==> src/rtl/jtdsp16_rsel_seq_pkg.sv <==
// Shared definitions for the DSP16 register-read selector: source slot indices,
// the default data width and the sequencer state encoding.
package jtdsp16_rsel_seq_pkg;

  localparam int DSP_DW   = 16;

  localparam int SRC_YAAU = 0;
  localparam int SRC_XAAU = 2;
  localparam int SRC_DAU  = 4;
  localparam int SRC_IF   = 6;
  localparam int SRC_PIO  = 7;

  typedef enum logic {
    ST_IDLE = 1'b0,
    ST_WAIT = 1'b1
  } rsel_state_t;

endpackage

==> src/rtl/jtdsp16_rsel_mux.sv <==
// Combinational NSRC:1 source mux with same-cycle write bypass; out-of-range selects give zero.
// Zero latency, no flow control.
module jtdsp16_rsel_mux
  import jtdsp16_rsel_seq_pkg::*;
#(
  parameter int DW   = DSP_DW,
  parameter int NSRC = 8,
  parameter int SELW = 3
) (
  input  logic [NSRC*DW-1:0] r_in,
  input  logic [SELW-1:0]    sel,
  input  logic               wr_en,
  input  logic [SELW-1:0]    wr_sel,
  input  logic [DW-1:0]      wr_data,
  output logic [DW-1:0]      dat
);

  always_comb begin
    dat = '0;
    for (int i = 0; i < NSRC; i++) begin
      if (sel == SELW'(i)) dat = r_in[i*DW +: DW];
    end
    // A write landing on the same edge is newer than the register file output.
    if (wr_en && (wr_sel == sel)) dat = wr_data;
  end

endmodule

==> src/rtl/jtdsp16_rsel_seq.sv <==
// Registered read selector: fast sources return after 1 cen cycle, slow ones after 1+WAITN.
// busy is high during wait states; requests arriving while busy are dropped, not queued.
module jtdsp16_rsel_seq
  import jtdsp16_rsel_seq_pkg::*;
#(
  parameter int          DW        = DSP_DW,
  parameter int          NSRC      = 8,
  parameter int          SELW      = 3,
  parameter logic [31:0] WAIT_MASK = 32'h80,
  parameter int          WAITN     = 2
) (
  input  logic               clk,
  input  logic               rst,
  input  logic               cen,
  input  logic [NSRC*DW-1:0] r_in,
  input  logic               rd_req,
  input  logic [SELW-1:0]    rsel,
  input  logic               wr_en,
  input  logic [SELW-1:0]    wr_sel,
  input  logic [DW-1:0]      wr_data,
  output logic [DW-1:0]      rmux,
  output logic               rd_valid,
  output logic               busy
);

  rsel_state_t     state_q, state_d;
  logic [3:0]      cnt_q, cnt_d;
  logic [SELW-1:0] sel_q, sel_d;
  logic [DW-1:0]   rmux_q, rmux_d;
  logic            rd_valid_q, rd_valid_d;

  logic [SELW-1:0] mux_sel;
  logic [DW-1:0]   mux_dat;
  logic            req_slow;

  // While waiting, the latched index drives the mux so the source is sampled at capture time.
  assign mux_sel  = (state_q == ST_WAIT) ? sel_q : rsel;
  assign req_slow = (32'(rsel) < 32'(NSRC)) && WAIT_MASK[rsel];

  jtdsp16_rsel_mux #(
    .DW   (DW),
    .NSRC (NSRC),
    .SELW (SELW)
  ) u_mux (
    .r_in    (r_in),
    .sel     (mux_sel),
    .wr_en   (wr_en),
    .wr_sel  (wr_sel),
    .wr_data (wr_data),
    .dat     (mux_dat)
  );

  always_comb begin
    state_d    = state_q;
    cnt_d      = cnt_q;
    sel_d      = sel_q;
    rmux_d     = rmux_q;
    rd_valid_d = 1'b0;
    case (state_q)
      ST_IDLE: begin
        if (rd_req) begin
          if (req_slow) begin
            sel_d   = rsel;
            cnt_d   = 4'(WAITN - 1);
            state_d = ST_WAIT;
          end else begin
            rmux_d     = mux_dat;
            rd_valid_d = 1'b1;
          end
        end
      end
      ST_WAIT: begin
        if (cnt_q == 4'd0) begin
          rmux_d     = mux_dat;
          rd_valid_d = 1'b1;
          state_d    = ST_IDLE;
        end else begin
          cnt_d = cnt_q - 4'd1;
        end
      end
      default: state_d = ST_IDLE;
    endcase
  end

  always_ff @(posedge clk or posedge rst) begin
    if (rst) begin
      state_q    <= ST_IDLE;
      cnt_q      <= '0;
      sel_q      <= '0;
      rmux_q     <= '0;
      rd_valid_q <= 1'b0;
    end else if (cen) begin
      state_q    <= state_d;
      cnt_q      <= cnt_d;
      sel_q      <= sel_d;
      rmux_q     <= rmux_d;
      rd_valid_q <= rd_valid_d;
    end
  end

  assign rmux     = rmux_q;
  assign rd_valid = rd_valid_q;
  assign busy     = (state_q == ST_WAIT);

endmodule

==> config.mk <==
export PLATFORM = sky130hd
export DESIGN_NAME = jtdsp16_rsel_seq
export DESIGN_NICKNAME = d
export VERILOG_FILES = /design/src/rtl/jtdsp16_rsel_seq_pkg.sv /design/src/rtl/jtdsp16_rsel_mux.sv /design/src/rtl/jtdsp16_rsel_seq.sv
export SDC_FILE = /design/constraint.sdc
export NUM_CORES = 1
export LEC_CHECK = 0
export ABC_AREA = 0
export ABC_CLOCK_PERIOD_IN_PS = 2800
export BUFFER_PORTS_ARGS = -buffer_cell sky130_fd_sc_hd__buf_2
export CORE_MARGIN = 2
export CORE_UTILIZATION = 44
export DETAILED_ROUTE_END_ITERATION = 7
export PLACE_DENSITY = 0.86
export SLEW_MARGIN = 40
export SYNTH_ARGS = -nofsm -noshare
export SYNTH_HDL_FRONTEND = slang
export SYNTH_HIERARCHICAL = 1
export SYNTH_SLANG_ARGS = --single-unit
==> constraint.sdc <==
create_clock -name clk -period 2.8 [get_ports clk]
set_input_delay 0.14 -clock clk [delete_from_list [all_inputs] [get_ports clk]]
set_output_delay 0.14 -clock clk [all_outputs]
set_load 0.1 [all_outputs]
==> flow_summary.yaml <==
sta:
  hold_viol_final: 0
  report.final.slew_viol_count: 0
  finalSetupViolCount: 0
  holdWs_ns: 0.213
  period_minus_slack_ns: 2.42
  fin_tns_setup_ns: 0
  relSlewSlack: 0.494
  rsz0062_at_grt: "no"
  period_share: 0.864
  clock.fmax_mhz: 413
  tightest_slew_ns: 0.760
  fin_skew_ns: 0.00272
synthesis:
  syn_nets: 492
  yosys.area.top_type: "dfrtp_1"
  postSynthCellCount: 335
  synth-seq-cells: 25
  synth_edf_count: 0
  syn_area_per_cell_sq_um: 8.25
  synth_top_area_frac: 0.226
  yosysWarnings: 6
  synth-main-ff-cell: "dfrtp_1"
  synth_area_leaders: "dfrtp_1 (23%), mux2i_1 (12%), a21oi_1 (5.1%)"
  yosysSeqAreaShare: 0.226
  synth_area_sq_um: 2760
  async_flop_share: 1.00
  ys_types: 38
critical_path:
  cp-end-kind: "register"
  start_kind: "register"
  crit_required_ns: 3.01
  path_cells: "mux2_2 > buf_4 > nand2b_2 > nor2_1 > nor3_2 > o211ai_1 > a31oi_1 > mux2_2"
  critPathMaxStageDelay_ns: 0.50
  cp_common_cell: "mux2_2"
  critPathArrivalTime_ns: 2.63
  cpMaxStageDelayCell: "dfrtp_2"
  critPathKind: "reg2reg"
  cp_max_fo: 24
drt:
  avgViaCountPerCell: 5.66
  wl_per_cell_um: 17.1
  wl_mm: 9.71
  drt_drc_violations_left: 0
  dr.first_iter.drc_count: 144
  ant_nets: 0
  vias: 3207
  drt_pass1_iterations: 4
finish:
  fill_cells: 545
  area_growth_pct: 32.3
  drive_gt1_frac: 0.467
  n_antenna_cell: 0
  final_common_cell: "buf_2"
  num-nets-final: 650
  final_cell_mix: "buf_2 (172), nand2_1 (35), mux2i_1 (34)"
floorplan:
  die_w_um: 83.3
  start_util: 0.461
  placeableCoreArea_sq_um: 5990
  die-area_sq_um: 6930
  io_pins: 173
  die_h_um: 83.3
  num_rows: 28
clock_tree:
  numCtsBuffers: 3
  clock_sinks: 25
  cts_tree: "built"
  cts.htree.levels: 1
  clk_path_buf_depth: 2
  clk_latency_ns: 0.27
  root_buffer: "clkbuf_8"
  clkTransAtPathRegs_ns: 0.09
  cts_resized: 0
global_routing:
  grt.total_usage: 0.267
  grt_max_degree: 33
  antenna_found_initial: 0
  grt_pass1_wl_mm: 15.0
  grt_pass1_vias: 3297
  grt-ovfl-total: 0
placed_design:
  io_buffers: 172
  gp_congestion: 0.916
  hpwl_mm: 7.89
power:
  power_switching_uw: 2280
  p_int_uw: 1620
  power_density_nw_per_um2: 1060
  clockPowerShare: 0.057
  peakVddDrop_mv: 0.944
  combPwrFrac: 0.774
  power.leakage_uw: 0.00185
  sequentialPowerShare: 0.169
  swShare: 0.585
min_path:
  min_path_type: "in2reg"
job:
  maxCapViolations: 0
status:
  status: "complete, no violations"
[timing repair]
item / 4_1_cts / 5_1_grt
hold buffers: 1 / 0
endpoints found under the hold margin: 25 / 0
setup buffers: 0 / 0
endpoints found under the setup margin: 0 / 0
[synthesized netlist by cell type, types with 4 or more instances]
cell type  instances
o21ai_0            5
buf_4              6
mux2_4             9
a21oi_1           28
o211ai_1          16
dfrtp_1           25
nand3_1            4
nand2_1           35
nor3_2            14
clkbuf_1           8
nand2b_1          16
nor2_1            32
buf_2              8
o21ai_1           12
a31oi_1           18
mux2i_1           34
o21bai_1          14
buf_6              7
inv_1              4
mux2_2            11
[flip-flops by register name, indices dropped and copies added (netlist names)]
signal,count
busy,1
cnt_q,4
rd_valid,1
rmux,16
sel_q,3
[power by group through the flow]
stage	Clock (uW)	Combinational [uW]	Sequential [uW]
final	222	3020	656
after global routing	241	3190	681
after CTS	229	3010	655
after detailed placement	0	3000	656
after global placement	0	2940	651
after floorplan	0	1550	1570
[cell families (layout without fill, tap and decap cells)]
logic type,count (synthesis),in the layout,synth area share
flops,25,25,0.226
mux,54,54,0.217
fa+ha+maj,2,2,0.00905
xor+xnor,3,3,0.00951
compound gates,101,101,0.234
buf+inv,34,191,0.0828
simple gates,116,116,0.221
[final cells by class]
type | count | area (sq um) | area share
clock buffer | 3 | 41.3 | 0.0113
clock inverter | 1 | 7.51 | 0.00205
inverter | 4 | 15.0 | 0.00411
multi-input combinational | 276 | 1910 | 0.523
sequential | 25 | 627 | 0.171
tap | 75 | 93.8 | 0.0257
timing repair buffer | 183 | 958 | 0.262
[layer usage]
layer | wire [um] | vias up | GRT usage
met3 | 768 | 28 | 0.0567
li1 | - | 1524 | -
met1 | 3510 | 1473 | 0.276
met2 | 5100 | 182 | 0.519
met4 | 323 | 0 | 0.0984
met5 | 0 | - | 0
[final timing paths]
path	cells past startpoint	slack (ns)	from	endpoint
max	8	0.38	busy$_DFFE_PP0P_	rmux[9]$_DFFE_PP0P_
min	3	0.21	cen	rd_valid$_DFFE_PP0P_
max reg2reg	8	0.38	busy$_DFFE_PP0P_	rmux[9]$_DFFE_PP0P_
min reg2reg	1	0.48	sel_q[0]$_DFFE_PP0P_	sel_q[0]$_DFFE_PP0P_
max in group asynchronous	3	1.96	rst	busy$_DFFE_PP0P_
min in group asynchronous	3	0.45	rst	rmux[9]$_DFFE_PP0P_
[per-stage QoR]
step / std cells / utilization / area (sq um) / setup WS (ns) / power, uW
floorplan: 335 / - / 2770 / 0.171 / 3130
global placement: 562 / 0.600 / 3600 / 0.571 / 3590
detailed placement: 562 / 0.600 / 3600 / 0.514 / 3660
CTS: 567 / 0.610 / 3660 / 0.488 / 3890
global route: 567 / 0.610 / 3660 / 0.335 / 4110
finish: 567 / 0.610 / 3660 / 0.381 / 3890
[critical path: cells and delay by family (launching register included)]
family	cells	cell delay [ns]
and+or+nand+nor	3	0.63
DFF	1	0.50
AOI/OAI and AO/OA	2	0.41
buffers and inverters	1	0.23
muxes	2	0.59
No activity file was read; power rests on OpenSTA's default activity.
